### src/rtl/tbird_button_conditioner_pkg.sv
// ----------------------------------------------------------------------------
// tbird_button_conditioner_pkg
//   Shared definitions for the tbird button front end: the mode encoding seen
//   by the tbird sequencer and the button arbitration function.
// ----------------------------------------------------------------------------
package tbird_button_conditioner_pkg;

    typedef enum logic [1:0] {
        MODE_IDLE   = 2'd0,
        MODE_RIGHT  = 2'd1,
        MODE_LEFT   = 2'd2,
        MODE_HAZARD = 2'd3
    } mode_e;

    // pressed = {hazard, left, right}, active-high.
    // Left and right together are treated as a hazard request.
    function automatic mode_e arbitrate(input logic [2:0] pressed);
        mode_e target;
        if (pressed[2] || (pressed[1] && pressed[0])) begin
            target = MODE_HAZARD;
        end else if (pressed[1]) begin
            target = MODE_LEFT;
        end else if (pressed[0]) begin
            target = MODE_RIGHT;
        end else begin
            target = MODE_IDLE;
        end
        return target;
    endfunction

endpackage

### src/rtl/tbird_button_conditioner_debounce.sv
// ----------------------------------------------------------------------------
// tbird_button_conditioner_debounce
//   One button channel: two-flop synchroniser followed by a debounce counter
//   that accepts a new level only after DEBOUNCE_CYCLES consecutive clocks of
//   disagreement with the current stable level.
// Ports
//   clock     in  1  system clock
//   reset     in  1  asynchronous active-high reset
//   raw_n     in  1  raw active-low button, asynchronous to clock
//   level_n   out 1  debounced active-low level (1 = released)
// ----------------------------------------------------------------------------
module tbird_button_conditioner_debounce #(
    parameter int DEBOUNCE_CYCLES = 500000
) (
    input  logic clock,
    input  logic reset,
    input  logic raw_n,
    output logic level_n
);

    localparam int CNT_W = $clog2(DEBOUNCE_CYCLES);
    localparam logic [CNT_W-1:0] CNT_MAX = CNT_W'(DEBOUNCE_CYCLES - 1);

    logic             sync1_q, sync1_d;
    logic             sync2_q, sync2_d;
    logic             stable_q, stable_d;
    logic [CNT_W-1:0] cnt_q, cnt_d;

    always_comb begin
        sync1_d  = raw_n;
        sync2_d  = sync1_q;
        stable_d = stable_q;
        cnt_d    = '0;
        if (sync2_q != stable_q) begin
            if (cnt_q == CNT_MAX) begin
                // Disagreement has lasted DEBOUNCE_CYCLES clocks: accept it.
                stable_d = sync2_q;
                cnt_d    = '0;
            end else begin
                cnt_d = cnt_q + 1'b1;
            end
        end
        // Agreement (including a bounce back) leaves cnt_d at zero.
    end

    always_ff @(posedge clock or posedge reset) begin
        if (reset) begin
            sync1_q  <= 1'b1;
            sync2_q  <= 1'b1;
            stable_q <= 1'b1;
            cnt_q    <= '0;
        end else begin
            sync1_q  <= sync1_d;
            sync2_q  <= sync2_d;
            stable_q <= stable_d;
            cnt_q    <= cnt_d;
        end
    end

    assign level_n = stable_q;

endmodule

### src/rtl/tbird_button_conditioner.sv
// ----------------------------------------------------------------------------
// tbird_button_conditioner
//   Front end for the tbird tail-light sequencer. Debounces the three raw
//   active-low buttons, arbitrates between them and holds the winner in a
//   registered mode FSM that drives mutually exclusive active-low requests.
// Ports
//   clock          in  1  system clock
//   reset          in  1  asynchronous active-high reset
//   right_button   in  1  raw right button, active-low
//   left_button    in  1  raw left button, active-low
//   hazard_button  in  1  raw hazard button, active-low
//   right_req_n    out 1  clean right request, active-low
//   left_req_n     out 1  clean left request, active-low
//   hazard_req_n   out 1  clean hazard request, active-low
//   mode           out 2  current mode: 0 IDLE, 1 RIGHT, 2 LEFT, 3 HAZARD
//   mode_change    out 1  one-cycle pulse when mode takes a new value
// ----------------------------------------------------------------------------
module tbird_button_conditioner
    import tbird_button_conditioner_pkg::*;
#(
    parameter int DEBOUNCE_CYCLES = 500000
) (
    input  logic       clock,
    input  logic       reset,
    input  logic       right_button,
    input  logic       left_button,
    input  logic       hazard_button,
    output logic       right_req_n,
    output logic       left_req_n,
    output logic       hazard_req_n,
    output logic [1:0] mode,
    output logic       mode_change
);

    logic right_lvl_n, left_lvl_n, hazard_lvl_n;

    tbird_button_conditioner_debounce #(.DEBOUNCE_CYCLES(DEBOUNCE_CYCLES)) u_right (
        .clock   (clock),
        .reset   (reset),
        .raw_n   (right_button),
        .level_n (right_lvl_n)
    );

    tbird_button_conditioner_debounce #(.DEBOUNCE_CYCLES(DEBOUNCE_CYCLES)) u_left (
        .clock   (clock),
        .reset   (reset),
        .raw_n   (left_button),
        .level_n (left_lvl_n)
    );

    tbird_button_conditioner_debounce #(.DEBOUNCE_CYCLES(DEBOUNCE_CYCLES)) u_hazard (
        .clock   (clock),
        .reset   (reset),
        .raw_n   (hazard_button),
        .level_n (hazard_lvl_n)
    );

    mode_e mode_q, mode_d;
    logic  mode_change_q, mode_change_d;
    logic  right_req_n_q, right_req_n_d;
    logic  left_req_n_q, left_req_n_d;
    logic  hazard_req_n_q, hazard_req_n_d;
    mode_e target;

    always_comb begin
        target = arbitrate(~{hazard_lvl_n, left_lvl_n, right_lvl_n});
        mode_d = target;
        // A direct swap between turn directions passes through IDLE for one
        // clock so tbird restarts its sequence from the first lamp.
        if ((mode_q == MODE_RIGHT && target == MODE_LEFT) ||
            (mode_q == MODE_LEFT  && target == MODE_RIGHT)) begin
            mode_d = MODE_IDLE;
        end
        mode_change_d  = (mode_d != mode_q);
        right_req_n_d  = (mode_d != MODE_RIGHT);
        left_req_n_d   = (mode_d != MODE_LEFT);
        hazard_req_n_d = (mode_d != MODE_HAZARD);
    end

    // Outputs are registered from the next state so they change on the same
    // edge as mode and can never glitch.
    always_ff @(posedge clock or posedge reset) begin
        if (reset) begin
            mode_q         <= MODE_IDLE;
            mode_change_q  <= 1'b0;
            right_req_n_q  <= 1'b1;
            left_req_n_q   <= 1'b1;
            hazard_req_n_q <= 1'b1;
        end else begin
            mode_q         <= mode_d;
            mode_change_q  <= mode_change_d;
            right_req_n_q  <= right_req_n_d;
            left_req_n_q   <= left_req_n_d;
            hazard_req_n_q <= hazard_req_n_d;
        end
    end

    assign mode         = mode_q;
    assign mode_change  = mode_change_q;
    assign right_req_n  = right_req_n_q;
    assign left_req_n   = left_req_n_q;
    assign hazard_req_n = hazard_req_n_q;

endmodule

### config.mk
export PLATFORM = sky130hd
export DESIGN_NAME = tbird_button_conditioner
export DESIGN_NICKNAME = d
export VERILOG_FILES = /design/src/rtl/tbird_button_conditioner_pkg.sv /design/src/rtl/tbird_button_conditioner_debounce.sv /design/src/rtl/tbird_button_conditioner.sv
export SDC_FILE = /design/constraint.sdc
export NUM_CORES = 1
export LEC_CHECK = 0
export CAP_MARGIN = 20
export CORE_UTILIZATION = 60
export CTS_CLUSTER_SIZE = 30
export DETAILED_ROUTE_END_ITERATION = 10
export PLACE_DENSITY = 0.75
export SLEW_MARGIN = 20
export SYNTH_ARGS = -nofsm -noshare
export SYNTH_HDL_FRONTEND = slang
export SYNTH_HIERARCHICAL = 1
export SYNTH_SLANG_ARGS = --single-unit
### constraint.sdc
create_clock -name clock -period 3.92 [get_ports clock]
set_input_delay 0.784 -clock clock [delete_from_list [all_inputs] [get_ports clock]]
set_output_delay 0.784 -clock clock [all_outputs]
set_load 0.05 [all_outputs]
==> metrics, run 1 <==
Synth Register Bits=72; core area=0.00561 mm^2; share of flip-flops with an asynchronous set or reset=100%; final hold vios=0; vias in the first global route=2417; Leakage=1.58 nW; RSZ-0062 raised after global routing=false; Net Count, Synth=341; startpoint types=flip-flop; critical hold path startpoint=u_right/sync1_q; Finished Layout Cells=419; initial antenna violation count=0; hold path cells=0; Synth-to-Final Area Change=7.54%; Cell Rows=27; RePlAce Congestion=0.831; fmax=409 MHz; Seq/Total Area, Yosys=51.1%; Synth cell types=37; clk_skew=0.00948 ns; clock root buffer=clkbuf_8; Via Count=2474; commonest non-fill, non-tap cells in the layout=60 x dfrtp_1, 50 x nor2_1, 24 x xor2_1; commonest non-fill, non-tap cell in the layout=dfrtp_1; largest net degree at the start of global routing=23; fin crit share=62.3%; relative slew slack=42.9%; CP cell instances=clkdlybuf4s50_1; Tmin final=2.44 ns; setup TNS=0 ns; Final Util=68.1%; final wirelength=6440 um; worst slew pin tran=0.856 ns; DRC viols=0; clock buffer depth=2; run status=finished clean; GR Overflow Total=0; synthesized area per cell=10.7 um^2; capturing point of the worst reg2reg path=u_left/cnt_q[16]; top cell type's share of synthesized area=42.3%; effective utilization at floorplan=63.4%; # Max-Cap Violations=0; Worst path slowest cell=clkdlybuf4s50_1; hpwl dp=4520 um; hold crit path type=flip-flop to flip-flop; GRT Overall Usage=23.4%; die height=79.0 um; drt first-iter violations=134; IO Pins=11; synthesized instance count=333; cts hold-fix bufs=0; Max Slew Vio Count=0; worst stage delay on the critical path=0.80 ns; origin of the critical flop-to-flop path=u_left/cnt_q[11]; CTS H-tree lvls=3; cell count of the worst reg-to-reg path=4; PortBufs=10; share of cells above drive strength 1=11.8%; Final setup viols=0; DR WL/cell=15.4 um; clk_lat worst skew=0.34 ns; Die Width=79.0 um; WHS Endpoint=u_right/sync2_q; Worst-path clk slew=0.08 ns; Die Footprint=0.00623 mm^2; Arr. time, crit path=1.66 ns; Post-CTS Setup Repair Bufs=0; post-synth top area cell=dfrtp_1; Top FF cell, synth=dfrtp_1; TritonCTS buffer count=9; area of the mapped netlist=0.00355 mm^2; worst path bufs/invs=1; DR pass1 iterations=5; worst path required time=3.14 ns; pwr dens=364 mW/mm^2; Yosys warnings=6; CP Max Fanout=1; n_diodes=0; CTS Sinks=72; first-pass GRT wire length=11000 um; Peak supply drop=0.312 mV; critical setup path kind=flip-flop to output pin; flop-to-flop setup slack=1.93 ns; largest cells by area after synthesis=dfrtp_1 42%, dfstp_2 8.9%, xor2_1 5.9%, xnor2_1 5.4%, nor2_1 5.3%; post-cts resize count=0; CP top delay family=buffers and inverters; vias per inst=5.90; Final ANT Viol Nets=0; CTS tree=done; placed cells=403; Critical Path Sink Type=output pin; Post-synth EDFFs=0; final net count=350
-- sequential cells by signal (all words and copies together), names as in the netlist --
signal	flops
u_right/sync2_q	1
u_hazard/sync2_q	1
right_req_n	1
u_left/sync2_q	1
u_hazard/level_n	1
hazard_req_n	1
u_right/level_n	1
u_left/cnt_q	19
u_left/level_n	1
mode_change	1
u_right/sync1_q	1
u_left/sync1_q	1
left_req_n	1
u_hazard/cnt_q	19
u_right/cnt_q	19
mode	2
u_hazard/sync1_q	1
-- power by group --
part	switching (W)	total [W]	internal (W)
clock	0.000272	0.000582	0.000310
sequential	0.00000921	0.000765	0.000756
combinational	0.0000292	0.0000420	0.0000128
total	0.000310	0.00139	0.00108
-- stage by stage --
step,power [W],setup slack (ns),cell area (um^2),hold slack [ns]
4_1_cts,0.00140,1.46,3820,0.359
6_report,0.00139,1.48,3820,0.358
3_5_place_dp,0.000822,1.85,3620,0.348
2_1_floorplan,0.000817,2.28,3550,0.345
5_1_grt,0.00144,1.43,3820,0.362
3_3_place_gp,0.000821,1.85,3620,0.348
-- metal layers --
layer	routed length [um]	global-route usage, %	vias to the layer above
li1	-	-	1191
met1	3190	33.7	1235
met2	2950	34.8	42
met3	233	5.17	6
met4	69	8.73	0
met5	0	0	-
-- cell families (layout without fill, tap and decap cells) --
logic type,after synthesis,count (layout),share of synthesized area (%)
AOI/OAI and AO/OA,27,27,5.14
xor gates and xnor gates,46,46,11.3
adders and majority gates,3,3,1.06
buffers and inverters,18,32,4.01
DFF,72,72,51.1
muxes,3,3,1.27
and+or+nand+nor,164,164,26.1
-- how the worst max path moves through the flow --
stage,cells past startpoint,start,end
after global routing,1,mode[0],mode[0]
after global placement,1,right_req_n,right_req_n
final,1,right_req_n,right_req_n
after detailed placement,1,mode[0],mode[0]
after CTS,1,mode[0],mode[0]
after floorplan,6,u_hazard/cnt_q[11],u_hazard/cnt_q[10]
-- layout make-up --
cell class | instances | area (um^2)
clock inverters | 5 | 56.3
multi-input cells | 243 | 1590
repair buffers | 10 | 100
inverters | 6 | 22.5
clock buffers | 11 | 141
flip-flops and latches | 72 | 1820
well taps | 72 | 90.1
fillers | 432 | 1790
-- synth_stat cells (5+ instances only) --
master and number:
a21oi_1 11, xor2_1 24, and4_1 6, nand3_1 21, nor4_1 6, xnor2_1 22, o21ai_0 5, nand4b_1 7
or4b_1 6, dfstp_2 12, nand2_1 20, dfrtp_1 60, nor2_1 50, nand4_1 12, inv_1 6, and3_1 10
Power figures use the tool's default switching activity.
==> run 2: changes to the inputs <==
==> constraint.sdc (replaced) <==
create_clock -name clock -period 2.3 [get_ports clock]
set_input_delay 0.46 -clock clock [delete_from_list [all_inputs] [get_ports clock]]
set_output_delay 0.46 -clock clock [all_outputs]
set_load 0.05 [all_outputs]
==> metrics, run 2 (same netlist as run 1, synthesis figures left out) <==
Filler cells=430 (was 432); Final ANT Viol Nets=0 (unchanged); met2 Use GR=33.7% (was 34.8%); CP top delay family=buffers and inverters (unchanged); hold crit path type=flip-flop to flip-flop (unchanged); met3 Usage GRT=5.40% (was 5.17%); cts hold-fix bufs=0 (unchanged); initial antenna violation count=0 (unchanged); CP cell instances=clkdlybuf4s50_1 (unchanged); post-cts resize count=0 (unchanged); run status=finished clean (unchanged); setup TNS=0 ns (unchanged); worst path bufs/invs=1 (unchanged); DRC viols=0 (unchanged); critical setup path kind=flip-flop to output pin (unchanged); FF+latch area=0.00182 mm^2 (unchanged); pwr dens=627 mW/mm^2 (was 364 mW/mm^2); Post-CTS Setup Repair Bufs=0 (unchanged); Final setup viols=0 (unchanged); drt first-iter violations=160 (was 134); Critical Path Sink Type=output pin (unchanged); vias in the first global route=2326 (was 2417); clk_skew=0.00786 ns (was 0.00948 ns); PortBufs=10 (unchanged); clock buffer depth=2 (unchanged); CTS Sinks=72 (unchanged); Finished Layout Cells=423 (was 419); placed cells=407 (was 403); n_diodes=0 (unchanged); multi-input logic area=0.00159 mm^2 (unchanged); die height=79.0 um (unchanged); clock root buffer=clkbuf_8 (unchanged); worst path required time=1.84 ns (was 3.14 ns); CTS tree=done (unchanged); final hold vios=0 (unchanged); # Max-Cap Violations=0 (unchanged); commonest non-fill, non-tap cells in the layout=60 x dfrtp_1, 50 x nor2_1, 24 x xor2_1 (unchanged); worst stage delay on the critical path=0.85 ns (was 0.80 ns); Leakage=1.61 nW (was 1.58 nW); first-pass GRT wire length=11000 um (about the same); Tmin final=2.13 ns; final net count=354 (was 350); hpwl dp=4370 um (was 4520 um); Largest regs=u_hazard/cnt_q x19, u_left/cnt_q x19, u_right/cnt_q x19 (unchanged); effective utilization at floorplan=63.4% (unchanged); commonest non-fill, non-tap cell in the layout=dfrtp_1 (unchanged); Die Footprint=0.00623 mm^2 (unchanged); CTS H-tree lvls=3 (unchanged); Synth-to-Final Area Change=8.73% (was 7.54%); core area=0.00561 mm^2 (unchanged); RSZ-0062 raised after global routing=false (unchanged); Via Count=2452 (was 2474); Worst path slowest cell=clkdlybuf4s50_1 (unchanged); Worst-path clk slew=0.07 ns (was 0.08 ns); startpoint types=flip-flop (unchanged); final wirelength=6360 um (was 6440 um); share of cells above drive strength 1=12.5% (was 11.8%); Peak supply drop=0.483 mV (was 0.312 mV); TritonCTS buffer count=9 (unchanged); RePlAce Congestion=0.860 (was 0.831); GRT Overall Usage=23.3% (was 23.4%); worst slew pin tran=0.524 ns (was 0.856 ns); Cell Rows=27 (unchanged); met1 Usage GRT=33.1% (was 33.7%); Die Width=79.0 um (unchanged); relative slew slack=65.0% (was 42.9%); clk_lat worst skew=0.34 ns (about the same); CP Max Fanout=5 (was 1); fmax=470 MHz; Arr. time, crit path=1.67 ns (was 1.66 ns); Max Slew Vio Count=0 (unchanged); IO Pins=11 (unchanged); DR WL/cell=15.0 um (was 15.4 um); grt peak-use layer=met2 (unchanged); vias per inst=5.80 (was 5.90); GR Overflow Total=0 (unchanged); DR pass1 iterations=4 (was 5); largest net degree at the start of global routing=23 (unchanged); fin crit share=92.5%
-- run 2: cell types whose count changed in the layout (fill, tap and decap cells not counted) --
cell,previous run,this run
buf_4,0,4
clkbuf_1,1,2
clkinv_2,2,0
clkinv_4,1,0
clkbuf_8,10,12
-- run 2: final cells by class --
cell class / instances / area share (%)
clock buffer: 14 / 4.47
clock inverter: 2 / 0.972
inverter: 6 / 0.583
multi-input combinational: 243 / 41.3
sequential: 72 / 47.0
tap: 72 / 2.33
timing repair buffer: 14 / 3.37
-- run 2: per-stage QoR --
step / power, W / instance area [um^2] / worst slack, ns / hold slack, ns / utilization [%]
4_1_cts: 0.00245 / 3860 / 0.146 / 0.359 / 68.9
3_3_place_gp: 0.00140 / 3650 / 0.438 / 0.347 / 65.1
2_1_floorplan: 0.00139 / 3550 / 0.657 / 0.249 / -
5_1_grt: 0.00251 / 3860 / 0.108 / 0.363 / 68.9
3_5_place_dp: 0.00141 / 3650 / 0.407 / 0.348 / 65.1
6_report: 0.00242 / 3860 / 0.172 / 0.358 / 68.9
-- run 2: path summary, 6_finish.rpt --
path / endpoint / depth (start not counted) / from / slack, ns
setup / recovery: mode[0] / 1 / mode[0] / 0.17
hold / removal: u_left/sync2_q / 0 / u_left/sync1_q / 0.36
setup reg to reg: u_right/cnt_q[15] / 4 / u_right/cnt_q[11] / 0.39
hold reg to reg: u_left/sync2_q / 0 / u_left/sync1_q / 0.36
max in group asynchronous: u_right/level_n / 3 / reset / 1.46
min in group asynchronous: mode_change / 2 / reset / 0.43
-- run 2: power breakdown --
group / internal [W] / total [W] / switching [W]
Clock: 0.000591 / 0.00104 / 0.000447
Combinational: 0.0000264 / 0.0000783 / 0.0000519
Sequential: 0.00129 / 0.00130 / 0.0000163
Total: 0.00191 / 0.00242 / 0.000515
-- run 2: routing by layer --
metal  routed length [um]  share of wire [%]
met5                    0                  0
met4                  120                1.9
met1                 3200                 50
met2                 2800                 44
met3                  240                3.8
